===== src/rtl/slavefifo2b_pkg.sv =====
// Shared encodings for the slave-FIFO pin output stage: mode codes, FSM states, fixed pin levels.
package slavefifo2b_pkg;

    localparam logic [1:0] MODE_NONE    = 2'd0;
    localparam logic [1:0] MODE_STREAM  = 2'd1;
    localparam logic [1:0] MODE_PARTIAL = 2'd2;
    localparam logic [1:0] MODE_ZLP     = 2'd3;

    typedef enum logic [1:0] {
        ST_IDLE   = 2'd0,
        ST_ACTIVE = 2'd1,
        ST_DRAIN  = 2'd2,
        ST_TURN   = 2'd3
    } state_t;

    // Write-only thread on socket 0.
    localparam logic       SLCS_VAL  = 1'b0;
    localparam logic       SLRD_VAL  = 1'b1;
    localparam logic       SLOE_VAL  = 1'b1;
    localparam logic [1:0] FADDR_VAL = 2'b00;

    // {zlp, partial, stream} select vector for a mode code.
    function automatic logic [2:0] mode_onehot(input logic [1:0] m);
        logic [2:0] oh;
        oh = 3'b000;
        case (m)
            MODE_STREAM:  oh = 3'b001;
            MODE_PARTIAL: oh = 3'b010;
            MODE_ZLP:     oh = 3'b100;
            default:      oh = 3'b000;
        endcase
        return oh;
    endfunction

endpackage


===== src/rtl/slavefifo2b_flag_sync.sv =====
// Two-flop synchroniser for one raw FX3 flag.
module slavefifo2b_flag_sync (
    input  logic clk_100,
    input  logic reset,
    input  logic d,
    output logic q
);
    logic s1;

    always_ff @(posedge clk_100) begin
        if (reset) begin
            s1 <= 1'b0;
            q  <= 1'b0;
        end else begin
            s1 <= d;
            q  <= s1;
        end
    end
endmodule


===== src/rtl/slavefifo2b_bus_if.sv =====
// FX3 slave-FIFO pin stage: flag sync, mode arbitration with drain/turnaround, registered pin mux, stats.
// Optional sticky protocol checker enabled by defining SLAVEFIFO_PROTO_CHK_EN.
module slavefifo2b_bus_if
    import slavefifo2b_pkg::*;
#(
    parameter int DATA_W    = 32,
    parameter int DRAIN_CYC = 4,
    parameter int CNT_W     = 32
) (
    input  logic              clk_100,
    input  logic              reset,
    input  logic [1:0]        mode_req,
    input  logic              flaga,
    input  logic              flagb,
    output logic              flaga_d,
    output logic              flagb_d,
    output logic              stream_mode_selected,
    output logic              partial_mode_selected,
    output logic              zlp_mode_selected,
    input  logic              slwr_stream_,
    input  logic              pktend_stream_,
    input  logic              slwr_partial_,
    input  logic              pktend_partial_,
    input  logic              slwr_zlp_,
    input  logic              pktend_zlp_,
    input  logic [DATA_W-1:0] data_out_stream,
    input  logic [DATA_W-1:0] data_out_partial,
    input  logic [DATA_W-1:0] data_out_zlp,
    output logic              slcs_,
    output logic              slrd_,
    output logic              sloe_,
    output logic [1:0]        faddr,
    output logic              slwr_,
    output logic              pktend_,
    output logic [DATA_W-1:0] fdata,
    output logic              fdata_oe,
    output logic [1:0]        mode_active,
    output logic [CNT_W-1:0]  wr_word_cnt,
    output logic [15:0]       pkt_cnt,
    input  logic              stats_clr,
    output logic              proto_err
);
    localparam int              DW         = $clog2(DRAIN_CYC + 1);
    localparam logic [DW-1:0]   DRAIN_LAST = DW'(DRAIN_CYC - 1);

    state_t            state, state_nxt;
    logic [1:0]        mode_nxt;
    logic [DW-1:0]     drain_cnt, drain_nxt;
    logic [2:0]        sel_q, sel_nxt;
    logic              src_idle;
    logic              mux_slwr, mux_pkt;
    logic [DATA_W-1:0] mux_data;

    slavefifo2b_flag_sync u_sync_a (.clk_100(clk_100), .reset(reset), .d(flaga), .q(flaga_d));
    slavefifo2b_flag_sync u_sync_b (.clk_100(clk_100), .reset(reset), .d(flagb), .q(flagb_d));

    assign slcs_ = SLCS_VAL;
    assign slrd_ = SLRD_VAL;
    assign sloe_ = SLOE_VAL;
    assign faddr = FADDR_VAL;

    assign src_idle = slwr_stream_ & pktend_stream_ & slwr_partial_ &
                      pktend_partial_ & slwr_zlp_ & pktend_zlp_;

    always_comb begin
        state_nxt = state;
        mode_nxt  = mode_active;
        drain_nxt = drain_cnt;
        case (state)
            ST_IDLE:
                if (mode_req != MODE_NONE) begin
                    state_nxt = ST_ACTIVE;
                    mode_nxt  = mode_req;
                end
            ST_ACTIVE:
                if (mode_req != mode_active) begin
                    state_nxt = ST_DRAIN;
                    drain_nxt = '0;
                end
            ST_DRAIN:
                if (!src_idle)
                    drain_nxt = '0;
                else if (drain_cnt == DRAIN_LAST)
                    state_nxt = ST_TURN;
                else
                    drain_nxt = drain_cnt + 1'b1;
            ST_TURN: begin
                // Whatever is requested now wins, regardless of earlier changes.
                state_nxt = (mode_req != MODE_NONE) ? ST_ACTIVE : ST_IDLE;
                mode_nxt  = mode_req;
            end
            default: begin
                state_nxt = ST_IDLE;
                mode_nxt  = MODE_NONE;
            end
        endcase
    end

    // Select lags the grant by one cycle and drops the moment a change is seen.
    assign sel_nxt = (state == ST_ACTIVE && mode_req == mode_active) ? mode_onehot(mode_active) : 3'b000;

    always_comb begin
        mux_slwr = 1'b1;
        mux_pkt  = 1'b1;
        mux_data = '0;
        if (state == ST_ACTIVE || state == ST_DRAIN) begin
            case (mode_active)
                MODE_STREAM:  begin mux_slwr = slwr_stream_;  mux_pkt = pktend_stream_;  mux_data = data_out_stream;  end
                MODE_PARTIAL: begin mux_slwr = slwr_partial_; mux_pkt = pktend_partial_; mux_data = data_out_partial; end
                MODE_ZLP:     begin mux_slwr = slwr_zlp_;     mux_pkt = pktend_zlp_;     mux_data = data_out_zlp;     end
                default:      ;
            endcase
        end
    end

    always_ff @(posedge clk_100) begin
        if (reset) begin
            state       <= ST_IDLE;
            mode_active <= MODE_NONE;
            drain_cnt   <= '0;
            sel_q       <= 3'b000;
            slwr_       <= 1'b1;
            pktend_     <= 1'b1;
            fdata       <= '0;
            wr_word_cnt <= '0;
            pkt_cnt     <= '0;
        end else begin
            state       <= state_nxt;
            mode_active <= mode_nxt;
            drain_cnt   <= drain_nxt;
            sel_q       <= sel_nxt;
            slwr_       <= mux_slwr;
            pktend_     <= mux_pkt;
            fdata       <= mux_data;
            if (stats_clr) begin
                wr_word_cnt <= '0;
                pkt_cnt     <= '0;
            end else begin
                if (!slwr_ && wr_word_cnt != '1)
                    wr_word_cnt <= wr_word_cnt + 1'b1;
                if (!pktend_ && pkt_cnt != '1)
                    pkt_cnt <= pkt_cnt + 1'b1;
            end
        end
    end

    assign stream_mode_selected  = sel_q[0];
    assign partial_mode_selected = sel_q[1];
    assign zlp_mode_selected     = sel_q[2];
    assign fdata_oe              = (state == ST_ACTIVE) || (state == ST_DRAIN);

`ifdef SLAVEFIFO_PROTO_CHK_EN
    logic proto_q;
    logic multi_sel;

    assign multi_sel = (sel_nxt & (sel_nxt - 3'd1)) != 3'd0;

    always_ff @(posedge clk_100) begin
        if (reset)
            proto_q <= 1'b0;
        else if ((!slwr_ && !flaga_d) || multi_sel)
            proto_q <= 1'b1;
    end

    assign proto_err = proto_q;
`else
    assign proto_err = 1'b0;
`endif

endmodule


===== config.mk =====
export PLATFORM = sky130hd
export DESIGN_NAME = slavefifo2b_bus_if
export DESIGN_NICKNAME = d
export VERILOG_FILES = /design/src/rtl/slavefifo2b_pkg.sv /design/src/rtl/slavefifo2b_flag_sync.sv /design/src/rtl/slavefifo2b_bus_if.sv
export SDC_FILE = /design/constraint.sdc
export NUM_CORES = 1
export LEC_CHECK = 0
export BUFFER_PORTS_ARGS = -buffer_cell sky130_fd_sc_hd__buf_2
export CAP_MARGIN = 20
export CORE_MARGIN = 1.5
export CORE_UTILIZATION = 47
export CTS_CLUSTER_SIZE = 14
export DETAILED_ROUTE_END_ITERATION = 10
export GPL_TIMING_DRIVEN = 0
export PLACE_DENSITY_LB_ADDON = 0.08
export SLEW_MARGIN = 20
export SYNTH_ARGS = -nofsm -noshare
export SYNTH_HDL_FRONTEND = slang
export SYNTH_SLANG_ARGS = --single-unit
export TNS_END_PERCENT = 20

===== constraint.sdc =====
create_clock -name clk_100 -period 2.7 [get_ports clk_100]
set_clock_uncertainty 0.2 [all_clocks]
set_input_delay 0.27 -clock clk_100 [delete_from_list [all_inputs] [get_ports clk_100]]
set_output_delay 0.27 -clock clk_100 [all_outputs]
set_load 0.05 [all_outputs]

==> results.sh, run 1 <==
export IMPL_synthesis_area_sq_um=4598
export IMPL_yosysTopAreaCellShare_pct=41.80
export IMPL_drv_cap=0
export IMPL_dr_pass1_iters=4
export IMPL_drt_wirelength_per_cell_microns=15.35
export IMPL_outcome="complete, but fails checks"
export IMPL_grt_pass1_wl_mm=21.31
export IMPL_synth_area_per_cell_sq_um=8.946
export IMPL_crit_required_ns=2.79
export IMPL_route_top_layer_used="met4"
export IMPL_yosysTopAreaCell="dfxtp_1"
export IMPL_worstRegToRegCells=6
export IMPL_wl_mm=13.75
export IMPL_fillers=814
export IMPL_synthTopCellsByArea="dfxtp_1, mux2_2, nor2_1"
export IMPL_diodes=0
export IMPL_grt_pass1_vias=4722
export IMPL_synthMuxAreaShare_pct=9.687
export IMPL_final_common_cell="buf_2"
export IMPL_setup_viol=0
export IMPL_drive_above_1_share_pct=35.33
export IMPL_fin_crit_ns=2.434
export IMPL_synth_top_family_by_area="simple AND/OR/NAND/NOR gates"
export IMPL_die_h_microns=101.9
export IMPL_timing_rr_start="wr_word_cnt[0]"
export IMPL_mostFrequentLayoutCells="buf_2, dfxtp_1, nor2_1"
export IMPL_synth_simple_area_share_pct=22.37
export IMPL_core_sq_um=9371
export IMPL_wl_met3_microns=878
export IMPL_max_slew_margin_pct=45.40
export IMPL_setup_tns_ns=0
export IMPL_p_per_area_nw_per_um2=582.4
export IMPL_path_class="reg2reg"
export IMPL_ir_worst_vdd_mv=0.3088
export IMPL_final_nets=880
export IMPL_timing_rr_end="wr_word_cnt[30]"
export IMPL_crit_path_max_fanout=6
export IMPL_final_cells=896
export IMPL_synth_edf_count=0
export IMPL_violations="hold timing"
export IMPL_grtUsageTotal_pct=26.02
export IMPL_seq_area_sq_um=1922
export IMPL_total_power_w=0.003682
export IMPL_cts_buffer_depth=2
export IMPL_worstPathArrival_ns=2.53
export IMPL_ys_types=55
export IMPL_cts_sinks=96
export IMPL_clk_pin_slew_ns=0.09
export IMPL_setup_slack_ns=0.2656
export IMPL_die_x_microns=101.9
export IMPL_row_count=35
export IMPL_crit_start="wr_word_cnt[0]"
export IMPL_cp_end_kind="register"
export IMPL_ys_ff_latch=96
export IMPL_cts_root_buf="clkbuf_8"
export IMPL_hp_class="in2reg"
export IMPL_postCtsResizedCells=0
export IMPL_whs_ns=-0.0005160
export IMPL_cts_htree_levels=3
export IMPL_synth_adder_area_share_pct=2.449
export IMPL_drv_slew=0
export IMPL_io_buffers=198
export IMPL_max_freq_ghz=0.4108
export IMPL_hold_viol=1
export IMPL_grt_overflow_total=0
export IMPL_rsz0062_at_grt="no"
export IMPL_syn2layout_area_growth_pct=37.50
export IMPL_dp_cells=845
export IMPL_wl_met1_mm=5.455
export IMPL_cts_tree="yes"
export IMPL_start_util_pct=49.07
export IMPL_multiInputGateArea_sq_um=2501
export IMPL_yosysWarningCount=0
export IMPL_drt_iter0_drc=149
export IMPL_synth_async_reset_ratio_pct=0
export IMPL_num_vias=4792
export IMPL_start_kind="register"
export IMPL_pre_cts_ws_ns=0.2736
export IMPL_cts_setup_buffers=0
export IMPL_synth_ff_type="dfxtp_1"
export IMPL_synth_compound_area_share_pct=14.83
export IMPL_finalCritPeriodShare_pct=90.16
export IMPL_dp_hpwl_mm=9.749
export IMPL_tightestPinTransition_ns=0.8127
export IMPL_cts_buffers=9
export IMPL_drc=0
export IMPL_hold_depth=3
export IMPL_ys_seq_area_share_pct=41.80
export IMPL_ioPinCount=205
export IMPL_syn_instance_count=514
export IMPL_vias_per_cell=5.348
export IMPL_endpoint="wr_word_cnt[30]"
export IMPL_drtAntennaViolNets=0
export IMPL_insertion_delay_ns=0.37
export IMPL_grt_max_degree=17
export IMPL_gp_congestion=0.8522
export IMPL_synth_xor_area_share_pct=4.571
export IMPL_r2r_setup_slack_ns=0.27
export IMPL_ctsHoldBuffers=35
export IMPL_p_leak_nw=2.802
export IMPL_wl_met2_mm=7.011
export IMPL_fp_dieArea_sq_um=10390
export IMPL_antenna_found_initial=0
==> metal layers <==
metal	up-vias	GRT usage, %
met3	38	6.430
met4	0	12.64
met1	2227	28.59
met2	184	46.87
li1	2343	-
met5	-	0
==> cell usage after synthesis (3+ instances only) <==
cell type  instances
buf_4              6
xor2_1            12
and3_1             9
and4_1             6
clkbuf_1          19
dfxtp_1           96
nor3_1             6
and2_1             3
a21oi_1           14
xnor2_1           12
nor2b_1            7
a211oi_1           3
ha_1               9
mux2i_1            4
buf_2              5
a22oi_1           32
inv_1              9
nand3_1           16
or4_1              6
nor2_1            75
or3_1             10
mux2_2            36
a31oi_1            3
and4b_1            3
nand2_1           37
o211ai_1          10
buf_1              4
o21ai_0           18
nand4_1           13
==> metrics by stage <==
step | hold slack [ns] | utilization [%] | instance area [sq um]
after CTS | 0.0009328 | 67.46 | 6322
final | -0.0005160 | 67.46 | 6322
after detailed placement | 0.2284 | 61.52 | 5766
after global routing | 0.0006112 | 67.46 | 6322
after floorplan | 0.1982 | - | 4613
after global placement | 0.2153 | 61.52 | 5766
==> registers in the layout, summed over array words and instances (netlist names) <==
name / count
state: 2
wr_word_cnt: 32
pkt_cnt: 16
fdata: 32
u_sync_a.q: 1
sel_q: 3
u_sync_b.q: 1
pktend_: 1
u_sync_a.s1: 1
drain_cnt: 3
u_sync_b.s1: 1
slwr_: 1
mode_active: 2
==> logic make-up (layout without fill, tap and decap cells) <==
group                    Yosys count  in the layout
AND/OR/NAND/NOR                  202            202
AO/OA/AOI/OAI                     98             98
flip-flops                        96             96
buffers and inverters             43            292
multiplexers                      40             40
XOR/XNOR                          24             24
adder cells (fa/ha/maj)            9              9
other                              2              6
==> worst min path at each step <==
stage | start | to | slack, ns
6_report | stats_clr | wr_word_cnt[3] | -0.0005
5_1_grt | pktend_stream_ | pktend_ | 0.0006
4_1_cts | stats_clr | wr_word_cnt[3] | 0.0009
3_5_place_dp | u_sync_a.s1 | u_sync_a.q | 0.23
3_3_place_gp | u_sync_a.s1 | u_sync_a.q | 0.22
2_1_floorplan | flaga | u_sync_a.s1 | 0.20
==> critical path, cell delays in order, from the launching register on <==
cell and delay, ns:
dfxtp_1 0.45, ha_1 0.27, nand4_1 0.19, nor4_4 0.48, nand3_1 0.25, or4_1 0.44
o21ai_0 0.09
==> area by class of cell <==
| cell class | instances | share of cell area [%] |
|---|---|---|
| multi-input combinational | 379 | 39.56 |
| sequential | 96 | 30.40 |
| timing repair buffer | 233 | 21.22 |
| tap | 129 | 2.553 |
| buffer | 34 | 2.474 |
| clock buffer | 10 | 2.177 |
| clock inverter | 6 | 1.088 |
| inverter | 9 | 0.5343 |
==> power by group <==
group,total [W],switching [W],leakage (nW),internal [W]
logic,0.00118,0.000729,1.92,0.000451
clock network,0.000978,0.000522,0.102,0.000457
registers,0.00152,0.0000471,0.775,0.00148
total,0.00368,0.00130,2.80,0.00238
Note: power is estimated with default switching activity, not from simulation.
==> run 2: changes to the inputs <==
--- a/config.mk
+++ b/config.mk
@@ -7,8 +7,10 @@
 export LEC_CHECK = 0
 export BUFFER_PORTS_ARGS = -buffer_cell sky130_fd_sc_hd__buf_2
 export CAP_MARGIN = 20
+export CELL_PAD_IN_SITES_DETAIL_PLACEMENT = 0
+export CELL_PAD_IN_SITES_GLOBAL_PLACEMENT = 2
 export CORE_MARGIN = 1.5
-export CORE_UTILIZATION = 47
+export CORE_UTILIZATION = 26
 export CTS_CLUSTER_SIZE = 14
 export DETAILED_ROUTE_END_ITERATION = 10
 export GPL_TIMING_DRIVEN = 0
==> run 2 against run 1 <==
Against the previous run: the flow now finishes without violations; clock power is 36% higher; non-clock buffer count stayed put; global-route usage is 10 points lower; critical path type unchanged; sequential share of layout area is 1.0 points lower; routed wire length is 8.4% higher; largest power group unchanged.
==> results.sh, run 2 (synthesis results as in run 1) <==
export IMPL_grt_pass1_vias=4460
export IMPL_dr_pass1_iters=4
export IMPL_die_h_microns=136.0
export IMPL_fin_crit_ns=2.519
export IMPL_cp_end_kind="register"
export IMPL_hold_viol=0
export IMPL_gp_congestion=0.7328
export IMPL_start_util_pct=26.58
export IMPL_core_sq_um=17300
export IMPL_critical_path_buf_inv_count=1
export IMPL_wl_mm=14.91
export IMPL_grtUsageTotal_pct=16.00
export IMPL_path_class="reg2reg"
export IMPL_hp_class="in2reg"
export IMPL_rsz0062_at_grt="no"
export IMPL_slowest_delay_ns=0.45
export IMPL_diodes=0
export IMPL_mostFrequentLayoutCells="buf_2, dfxtp_1, nor2_1"
export IMPL_postCtsResizedCells=0
export IMPL_fillers=1853
export IMPL_syn2layout_area_growth_pct=42.15
export IMPL_max_slew_margin_pct=38.10
export IMPL_final_common_cell="buf_2"
export IMPL_insertion_delay_ns=0.36
export IMPL_antenna_found_initial=0
export IMPL_final_nets=880
export IMPL_dpl_cell_area_sq_um=5886
export IMPL_row_count=48
export IMPL_grt_pass1_wl_mm=22.89
export IMPL_outcome="complete, no violations"
export IMPL_crit_required_ns=2.70
export IMPL_grt_max_degree=16
export IMPL_cts_sinks=96
export IMPL_clk_pin_slew_ns=0.07
export IMPL_worstPathArrival_ns=2.52
export IMPL_drv_cap=0
export IMPL_drc=0
export IMPL_tightestPinTransition_ns=0.9214
export IMPL_critPathTopFamily="simple AND/OR/NAND/NOR gates"
export IMPL_drive_above_1_share_pct=35.07
export IMPL_pre_cts_ws_ns=0.1845
export IMPL_drt_wirelength_per_cell_microns=15.03
export IMPL_drtAntennaViolNets=0
export IMPL_vias_per_cell=4.712
export IMPL_p_leak_nw=2.839
export IMPL_crit_path_top_delay_cell="dfxtp_1"
export IMPL_setup_viol=0
export IMPL_setup_tns_ns=0
export IMPL_ir_worst_vdd_mv=0.3285
export IMPL_fin_area_sq_um=6536
export IMPL_setup_slack_ns=0.1806
export IMPL_dp_hpwl_mm=11.36
export IMPL_die_x_microns=136.0
export IMPL_start_kind="register"
export IMPL_cts_htree_levels=3
export IMPL_max_freq_ghz=0.3969
export IMPL_cts_tree="yes"
export IMPL_finalCritPeriodShare_pct=93.31
export IMPL_ioPinCount=205
export IMPL_io_buffers=198
export IMPL_cts_root_buf="clkbuf_16"
export IMPL_biggestRegsByFlops="fdata x32, wr_word_cnt x32, pkt_cnt x16"
export IMPL_fp_dieArea_sq_um=18490
export IMPL_drt_iter0_drc=192
export IMPL_cts_buffers=9
export IMPL_p_per_area_nw_per_um2=615.1
export IMPL_crit_path_max_fanout=10
export IMPL_num_vias=4674
export IMPL_cts_buffer_depth=2
export IMPL_grt_overflow_total=0
export IMPL_drv_slew=0
export IMPL_cp_cell_sequence="ha_1, and4_1, nand3_1, o211ai_1, buf_2, or3_1, a21oi_1"
run 2: final timing paths:
path	start	endpoint	slack (ns)	cells past startpoint
hold / removal	stats_clr	wr_word_cnt[3]	0.02	3
setup / recovery	wr_word_cnt[0]	wr_word_cnt[19]	0.18	7
hold reg to reg	u_sync_a.s1	u_sync_a.q	0.24	1
setup reg to reg	wr_word_cnt[0]	wr_word_cnt[19]	0.18	7
run 2: routing by layer:
metal	track usage (%)	vias up	routed length (microns)
met4	5.201	0	230
met3	5.667	18	1146
met2	28.17	149	7419
met5	0	-	0
met1	17.97	2167	6109
li1	-	2340	-
run 2: timing repair:
action                                 in CTS  in global routing
endpoints found under the hold margin      35                  0
hold buffers                               35                  0
setup buffers                               0                  0
run 2: area by class of cell:
class	count	area (sq um)	area share, %
tap	225	281.5	4.307
sequential	96	1922	29.40
multi-input combinational	379	2501	38.27
inverter	9	33.78	0.5168
timing repair buffer	233	1341	20.52
clock inverter	4	53.80	0.8231
buffer	34	156.4	2.393
clock buffer	12	246.5	3.771
run 2: through the flow:
stage | power (W) | hold slack [ns] | utilization [%] | cells
after global routing | 0.004252 | 0.02780 | 37.79 | 992
after CTS | 0.004100 | 0.0005472 | 37.79 | 992
after floorplan | 0.002381 | 0.1982 | - | 518
after detailed placement | 0.002702 | 0.2310 | 34.03 | 941
after global placement | 0.002699 | 0.2247 | 34.03 | 941
final | 0.004020 | 0.02249 | 37.79 | 992
run 2: report_power, final:
group / switching, W / total (W) / internal [W]
combinational: 0.000719 / 0.00117 / 0.000451
clock: 0.000580 / 0.00133 / 0.000747
sequential: 0.0000462 / 0.00152 / 0.00148
run 2: worst reg2reg max path, cell delays in order, from the launching register on:
cell	delay [ns]
dfxtp_1	0.45
ha_1	0.28
and4_1	0.30
nand3_1	0.28
o211ai_1	0.39
buf_2	0.27
or3_1	0.13
a21oi_1	0.06
==> run 3: changes to the inputs <==
--- a/config.mk
+++ b/config.mk
@@ -15,6 +15,7 @@
 export DETAILED_ROUTE_END_ITERATION = 10
 export GPL_TIMING_DRIVEN = 0
 export PLACE_DENSITY_LB_ADDON = 0.08
+export REMOVE_ABC_BUFFERS = 1
 export SLEW_MARGIN = 20
 export SYNTH_ARGS = -nofsm -noshare
 export SYNTH_HDL_FRONTEND = slang
==> run 3 against run 2 <==
Against the previous run: critical path depth fell by 1; non-clock buffer count decreased by 30; critical path type unchanged; global-route usage is 0.36 points lower; die area unchanged; largest power group unchanged; setup slack better by 0.038 ns.
==> results.sh, run 3 (synthesis results as in run 1) <==
export IMPL_final_common_cell="buf_2"
export IMPL_insertion_delay_ns=0.35
export IMPL_drive_above_1_share_pct=36.64
export IMPL_ioPinCount=205
export IMPL_timing_rr_end="wr_word_cnt[30]"
export IMPL_critical_path_buf_inv_count=0
export IMPL_grtUsageTotal_pct=15.64
export IMPL_hold_viol=0
export IMPL_grt_pass1_vias=4542
export IMPL_r2r_setup_slack_ns=0.22
export IMPL_hold_depth=3
export IMPL_row_count=48
export IMPL_hp_start="data_out_stream[7]"
export IMPL_total_power_w=0.003937
export IMPL_fp_dieArea_sq_um=18490
export IMPL_clk_pin_slew_ns=0.07
export IMPL_core_sq_um=17300
export IMPL_antenna_found_initial=0
export IMPL_num_vias=4534
export IMPL_path_class="reg2reg"
export IMPL_drc=0
export IMPL_cts_buffer_depth=2
export IMPL_crit_required_ns=2.77
export IMPL_cts_sinks=96
export IMPL_max_freq_ghz=0.4031
export IMPL_worstRegToRegCells=6
export IMPL_diodes=0
export IMPL_crit_path_max_fanout=6
export IMPL_wl_mm=14.23
export IMPL_final_cells=962
export IMPL_hold_path_end="fdata[7]"
export IMPL_cts_buffers=9
export IMPL_timing_rr_start="wr_word_cnt[0]"
export IMPL_p_per_area_nw_per_um2=611.2
export IMPL_rsz0062_at_grt="no"
export IMPL_finalCritPeriodShare_pct=91.89
export IMPL_final_nets=850
export IMPL_die_h_microns=136.0
export IMPL_crit_start="wr_word_cnt[0]"
export IMPL_cp_cell_sequence="ha_1, nand4_1, nor4_4, nand3_1, or4_1, o21ai_0"
export IMPL_fin_crit_ns=2.481
export IMPL_p_leak_nw=2.789
export IMPL_dr_pass1_iters=4
export IMPL_hp_class="in2reg"
export IMPL_start_util_pct=26.58
export IMPL_slowest_delay_ns=0.48
export IMPL_cts_root_buf="clkbuf_16"
export IMPL_cp_end_kind="register"
export IMPL_crit_path_top_delay_cell="nor4_4"
export IMPL_worstPathArrival_ns=2.55
export IMPL_drtAntennaViolNets=0
export IMPL_die_x_microns=136.0
export IMPL_critPathTopFamily="simple AND/OR/NAND/NOR gates"
export IMPL_io_buffers=198
export IMPL_dp_hpwl_mm=10.67
export IMPL_outcome="complete, no violations"
export IMPL_grt_overflow_total=0
export IMPL_vias_per_cell=4.713
export IMPL_start_kind="register"
export IMPL_drv_slew=0
export IMPL_cts_htree_levels=3
export IMPL_biggestRegsByFlops="fdata x32, wr_word_cnt x32, pkt_cnt x16"
export IMPL_tightestPinTransition_ns=0.8779
export IMPL_gp_congestion=0.7604
export IMPL_drt_iter0_drc=130
export IMPL_syn2layout_area_growth_pct=40.08
export IMPL_cts_tree="yes"
export IMPL_max_slew_margin_pct=41.47
export IMPL_drv_cap=0
export IMPL_dp_cells=914
export IMPL_grt_max_degree=43
export IMPL_setup_viol=0
export IMPL_ir_worst_vdd_mv=0.3056
export IMPL_drt_wirelength_per_cell_microns=14.79
export IMPL_grt_pass1_wl_mm=22.61
export IMPL_mostFrequentLayoutCells="buf_2, dfxtp_1, nor2_1"
-- run 3: changes by cell type in the layout (fill, tap and decap cells not counted), moves of 4 or more --
cell	delta
buf_2	-5
buf_1	-4
dlygate4sd3_1	-4
clkbuf_1	-18
-- run 3: power by group --
group | switching, W | internal [W]
registers | 0.0000905 | 0.00148
logic | 0.000674 | 0.000488
clock network | 0.000556 | 0.000649
-- run 3: final cells by class --
| type | count | area [sq um] |
|---|---|---|
| repair buffers | 237 | 1418 |
| clock inverters | 3 | 17.52 |
| clock buffers | 13 | 250.2 |
| fillers | 1795 | 10860 |
| well taps | 225 | 281.5 |
| multi-input cells | 379 | 2516 |
| flip-flops and latches | 96 | 1924 |
| inverters | 9 | 33.78 |
-- run 3: repair_timing --
action	4_1_cts	5_1_grt
hold endpoints to repair	31	0
buffers inserted	0	1
resized for setup	0	1
endpoints found under the setup margin	0	8
hold buffers	31	0
-- run 3: worst reg2reg max path, stage by stage (launching register included) --
cell,delay (ns)
dfxtp_1,0.42
ha_1,0.27
nand4_1,0.23
nor4_4,0.48
nand3_1,0.28
or4_1,0.45
o21ai_0,0.09
-- run 3: worst max path at each step --
stage | endpoint | cells past startpoint
after CTS | wr_word_cnt[21] | 6
after detailed placement | wr_word_cnt[23] | 6
after global routing | wr_word_cnt[30] | 6
final | wr_word_cnt[30] | 6
after floorplan | fdata[0] | 3
after global placement | fdata[9] | 3
-- run 3: routing by layer --
metal / part of all wire, % / track usage (%) / up-vias
li1: - / - / 2272
met1: 41 / 17.32 / 2096
met2: 50 / 27.35 / 146
met3: 7.4 / 5.108 / 20
met4: 2.2 / 6.797 / 0
met5: 0 / 0 / -
-- run 3: through the flow --
| stage | hold WS [ns] | cell area [sq um] | setup TNS (ns) | utilization, % | setup WS [ns] |
|---|---|---|---|---|---|
| after floorplan | 0.1391 | 4457 | -22.31 | - | -0.6459 |
| after global placement | 0.2159 | 5729 | -59.65 | 33.12 | -1.774 |
| after detailed placement | 0.2251 | 5851 | 0 | 33.83 | 0.08767 |
| after CTS | 0.001962 | 6429 | 0 | 37.17 | 0.06785 |
| after global routing | 0.009511 | 6441 | 0 | 37.24 | 0.07108 |
| final | 0.01223 | 6441 | 0 | 37.24 | 0.2190 |
